File: src/rtl/mem_loader_pkg.sv
// Shared types and constants for the nibble-memory loader and the core's memory port mux.
package mem_loader_pkg;

    typedef enum logic [2:0] {
        ST_IDLE  = 3'd0,
        ST_WAIT  = 3'd1,
        ST_WRITE = 3'd2,
        ST_READ  = 3'd3,
        ST_CHECK = 3'd4,
        ST_DONE  = 3'd5,
        ST_ERROR = 3'd6
    } state_t;

    localparam logic MEM_RD = 1'b0;
    localparam logic MEM_WR = 1'b1;

    // A load is in progress in every state except the three resting ones.
    function automatic logic state_busy(input state_t s);
        return (s == ST_WAIT) || (s == ST_WRITE) || (s == ST_READ) || (s == ST_CHECK);
    endfunction

    function automatic logic state_mem_sel(input state_t s);
        return (s == ST_WRITE) || (s == ST_READ);
    endfunction

endpackage

File: src/rtl/mem_loader.sv
// Streams DATA_W-bit words into consecutive memory addresses from 0, with optional read-back verify.
module mem_loader
    import mem_loader_pkg::*;
#(
    parameter int unsigned ADDR_W = 5,
    parameter int unsigned DATA_W = 4,
    parameter int unsigned DEPTH  = 32,
    parameter bit          VERIFY = 1'b1
) (
    input  logic              i_clk,
    input  logic              i_rst,
    input  logic              i_start,
    input  logic              i_valid,
    input  logic [DATA_W-1:0] i_data,
    output logic              o_ready,
    output logic              o_mem_sel,
    output logic              o_mem_rw,
    output logic [ADDR_W-1:0] o_mem_addr,
    output logic [DATA_W-1:0] o_mem_wData,
    input  logic [DATA_W-1:0] i_mem_rData,
    output logic              o_busy,
    output logic              o_done,
    output logic              o_err,
    output logic [ADDR_W-1:0] o_err_addr,
    output logic [ADDR_W:0]   o_count
);

    localparam int unsigned     CNT_W     = ADDR_W + 1;
    localparam logic [ADDR_W-1:0] LAST_ADDR = ADDR_W'(DEPTH - 1);

    state_t              state;
    state_t              state_n;
    logic [ADDR_W-1:0]   addr;
    logic [DATA_W-1:0]   wbuf;
    logic                accept;
    logic                mismatch;
    logic                advance;

    // Next state; i_start overrides everything but reset and drops any in-flight word.
    always_comb begin
        state_n  = state;
        accept   = 1'b0;
        mismatch = 1'b0;
        advance  = 1'b0;
        if (i_start) begin
            state_n = ST_WAIT;
        end else begin
            case (state)
                ST_WAIT: begin
                    if (i_valid) begin
                        accept  = 1'b1;
                        state_n = ST_WRITE;
                    end
                end
                ST_WRITE: begin
                    if (VERIFY) begin
                        state_n = ST_READ;
                    end else begin
                        advance = 1'b1;
                        state_n = (addr == LAST_ADDR) ? ST_DONE : ST_WAIT;
                    end
                end
                ST_READ: begin
                    state_n = ST_CHECK;
                end
                ST_CHECK: begin
                    if (i_mem_rData != wbuf) begin
                        mismatch = 1'b1;
                        state_n  = ST_ERROR;
                    end else begin
                        advance = 1'b1;
                        state_n = (addr == LAST_ADDR) ? ST_DONE : ST_WAIT;
                    end
                end
                default: begin
                    state_n = state;
                end
            endcase
        end
    end

    // State, datapath and every output are registered; outputs are decoded from state_n.
    always_ff @(posedge i_clk) begin
        if (i_rst) begin
            state       <= ST_IDLE;
            addr        <= '0;
            wbuf        <= '0;
            o_ready     <= 1'b0;
            o_mem_sel   <= 1'b0;
            o_mem_rw    <= MEM_RD;
            o_mem_addr  <= '0;
            o_busy      <= 1'b0;
            o_done      <= 1'b0;
            o_err       <= 1'b0;
            o_err_addr  <= '0;
            o_count     <= '0;
        end else begin
            state     <= state_n;
            o_ready   <= (state_n == ST_WAIT);
            o_mem_sel <= state_mem_sel(state_n);
            o_mem_rw  <= (state_n == ST_WRITE) ? MEM_WR : MEM_RD;
            o_busy    <= state_busy(state_n);
            o_done    <= (state_n == ST_DONE);
            o_err     <= (state_n == ST_ERROR);

            if (i_start) begin
                addr       <= '0;
                o_count    <= '0;
                o_err_addr <= '0;
            end else begin
                // Memory address/data only move when a new word is accepted, so they hold while idle.
                if (accept) begin
                    wbuf       <= i_data;
                    o_mem_addr <= addr;
                end
                if (advance) begin
                    o_count <= o_count + CNT_W'(1);
                    if (addr != LAST_ADDR) begin
                        addr <= addr + ADDR_W'(1);
                    end
                end
                if (mismatch) begin
                    o_err_addr <= addr;
                end
            end
        end
    end

    assign o_mem_wData = wbuf;

endmodule

File: config.mk
export PLATFORM = sky130hd
export DESIGN_NAME = mem_loader
export DESIGN_NICKNAME = d
export VERILOG_FILES = /design/src/rtl/mem_loader_pkg.sv /design/src/rtl/mem_loader.sv
export SDC_FILE = /design/constraint.sdc
export NUM_CORES = 1
export LEC_CHECK = 0
export ABC_CLOCK_PERIOD_IN_PS = 1870
export CORE_MARGIN = 3
export CORE_UTILIZATION = 40
export DETAILED_ROUTE_END_ITERATION = 16
export PLACE_DENSITY = 0.7
export SLEW_MARGIN = 20
export SYNTH_ARGS = -nofsm -noshare
export SYNTH_HDL_FRONTEND = slang
export SYNTH_SLANG_ARGS = --single-unit
File: constraint.sdc
create_clock -name i_clk -period 1.87 [get_ports i_clk]
set_input_delay 0.2805 -clock i_clk [delete_from_list [all_inputs] [get_ports i_clk]]
set_output_delay 0.2805 -clock i_clk [all_outputs]
set_load 0.01 [all_outputs]
==> metrics.md <==
| Metric | Value |
|---|---|
| Tot GR Track Use | 0.1830 |
| Global-route wire length before repair | 6251 microns |
| TritonRoute pass-1 iters | 4 |
| Total Wirelength | 3764 microns |
| RR Startpoint | o_mem_wData[2]$_SDFFE_PP0P_ |
| Min Tclk post-route | 1.822 ns |
| Clock latency on the worst-skew pair | 0.28 ns |
| Max IR drop VDD | 0.3479 mV |
| # DRC | 0 |
| Cell variety after synth | 39 |
| Mean post-synth cell area | 9.533 sq um |
| # port buffers | 37 |
| Antenna violations before repair | 0 |
| Vias in the first global route | 1419 |
| Startpoint Class | register |
| Post-synth top cells | dfxtp_1, a21oi_1, nor2_1, mux2i_1, nand2_1 |
| Iteration-0 DRC Markers | 84 |
| Synth area leader | dfxtp_1 |
| Hold Crit Class | reg -> reg |
| Flop2flop setup slack | 0.05 ns |
| Routed vias | 1451 |
| CTS tree | done |
| Mapped Area | 1525 sq um |
| Post-route ant nets | 0 |
| Pwr Density | 627.2 nW/um^2 |
| Warnings, synthesis | 0 |
| Post-Route Skew | 0.003881 ns |
| Die Ht | 67.75 microns |
| Aggregate global routing overflow | 0 |
| Routability cong. | 0.7912 |
| Final setup viols | 0 |
| Max Fclk | 0.5487 GHz |
| Layout area overhead | 44.38% |
| Layout net count | 232 |
| Layout cell share with drive strength beyond 1 | 0.2120 |
| Layout Utilization | 0.6301 |
| Hold buffers post-CTS | 0 |
| Synth Register Bits | 34 |
| Num CTS Buffers | 5 |
| CTS max path bufs | 2 |
| Cell count after synthesis | 160 |
| Post-synth top flop | dfxtp_1 |
| Post-Syn Nets | 175 |
| Data required, critical path | 2.05 ns |
| Vias per std cell | 5.517 |
| Largest net degree at the start of global routing | 20 |
| Setup CP Type | reg -> reg |
| Worst hold slack | 0.4522 ns |
| CTS Sinks | 34 |
| Yosys top cell area share | 0.4463 |
| Fin. max-slew vios | 0 |
| R2r endpoint | o_err$_SDFF_PP0_ |
| Root Buffer | clkbuf_8 |
| Register area share after synthesis | 0.4463 |
| Crit path capture | o_err$_SDFF_PP0_ |
| CP endpoint kind | register |
| Run status | complete, no violations |
| Top Ports | 38 |
| Post-DP HPWL | 2796 microns |
| Post-synth EDFFs | 0 |
| FP Rows | 21 |
| # fillers | 293 |
| Chip width | 67.75 microns |
| Async SR Flop Fraction | 0 |
| N_diodes | 0 |
| Clk slew on worst S/H paths | 0.06 ns |
| Largest cells by area after synthesis | dfxtp_1, mux2i_1, a21oi_1, nor2_1, o41ai_1 |
| Worst-margin pin slew | 0.5025 ns |
| Dpl cells | 255 |
| # Max-Cap Violations | 0 |
| Fin cells | 263 |
| FF-to-FF path depth | 4 |
| Fin crit share | 0.9745 |
| Die area | 4590 sq um |
| H-tree levels | 2 |
| Total power | 1381 uW |
| Wire length per cell | 14.31 microns |
| Final Hold Vio Count | 0 |
| Setup TNS | 0 ns |
| Most numerous cell in the Yosys netlist | dfxtp_1 |
| RSZ-0062 raised after global routing | yes |
| Worst EP arrival | 2.00 ns |
| Pleak | 0.0008632 uW |
| Max transition margin | 0.6637 |
| Starting Density | 0.4364 |
| Crit Path Max Fanout | 7 |
| Critical Path Start | o_mem_wData[2]$_SDFFE_PP0P_ |
| Core area | 3495 sq um |
==> cell families after synthesis <==
family | share of synthesized area
flops | 0.4463
simple gates | 0.2272
buf+inv | 0.04430
xor+xnor | 0.02297
compound gates | 0.1624
mux | 0.07219
fa+ha+maj | 0.02461
==> stage by stage <==
step	worst slack, ns	instance area, sq um
floorplan	0.008292	1525
global placement	-0.4295	2073
detailed placement	-0.5002	2073
CTS	-0.03397	2160
global route	-0.01555	2202
finish	0.04767	2202
==> cell type report <==
class | count | area (sq um) | area share
Multi-Input combinational cell | 113 | 817.0 | 0.3710
Sequential cell | 34 | 685.7 | 0.3114
Timing Repair Buffer | 63 | 565.5 | 0.2568
Clock buffer | 7 | 76.32 | 0.03466
Tap cell | 46 | 57.56 | 0.02614
==> flip-flops by register name (all words and copies together), names as in the netlist <==
register and count:
o_mem_addr 5, state 3, o_err 1, o_done 1, o_mem_sel 1, o_err_addr 5
o_mem_rw 1, o_ready 1, o_mem_wData 4, o_count 6, o_busy 1, addr 5
==> per-layer routing <==
| metal | GRT usage | vias up | part of all wire |
|---|---|---|---|
| met5 | 0 | - | 0 |
| met4 | 0.07595 | 0 | 0.015 |
| met3 | 0.05824 | 5 | 0.050 |
| met2 | 0.3001 | 35 | 0.47 |
| met1 | 0.2188 | 698 | 0.46 |
| li1 | - | 713 | - |
==> what timing repair did <==
action | in CTS | in global routing
setup endpoints to repair | 15 | 10
setup buffers | 1 | 0
pin swaps | 4 | 1
endpoints found under the hold margin | 0 | 0
gates resized for setup | 8 | 10
==> worst min path at each step <==
stage	start	cells past startpoint	end
final	o_err_addr[0]$_SDFFE_PP0P_	2	o_err_addr[0]$_SDFFE_PP0P_
after global routing	o_err_addr[4]$_SDFFE_PP0P_	2	o_err_addr[4]$_SDFFE_PP0P_
after CTS	o_err_addr[0]$_SDFFE_PP0P_	2	o_err_addr[0]$_SDFFE_PP0P_
after detailed placement	o_err_addr[0]$_SDFFE_PP0P_	2	o_err_addr[0]$_SDFFE_PP0P_
after global placement	o_err_addr[4]$_SDFFE_PP0P_	2	o_err_addr[4]$_SDFFE_PP0P_
after floorplan	i_data[0]	2	o_mem_wData[0]$_SDFFE_PP0P_
==> critical path, cell delays in order (launching register included) <==
cell	delay, ns
dfxtp_2	0.32
xor2_1	0.16
or4_4	0.60
o41a_1	0.42
and4b_1	0.22
==> power by group <==
group	internal, uW	total [uW]	switching [uW]	leakage, uW
clock network	256	496	240	0.0000383
logic	79.8	149	69.1	0.000549
registers	732	736	4.10	0.000276
total	1070	1380	313	0.000863
==> cell usage in the layout, fill, tap and decap left out, types with 2 or more instances in the layout <==
cell type        instances
clkdlybuf4s50_1         34
dfxtp_1                 32
buf_4                   25
a21oi_1                 16
nor2_1                  15
mux2i_1                 11
nand2_1                  9
nand3_1                  8
o41ai_1                  5
clkbuf_8                 5
xor2_1                   4
or3_1                    4
o21ai_0                  3
o31ai_1                  3
or4_1                    3
dlygate4sd2_1            3
nor3b_2                  2
nor4_2                   2
and4b_1                  2
nand4b_1                 2
o311ai_1                 2
ha_1                     2
clkbuf_1                 2
No activity file was read; power rests on OpenSTA's default activity.
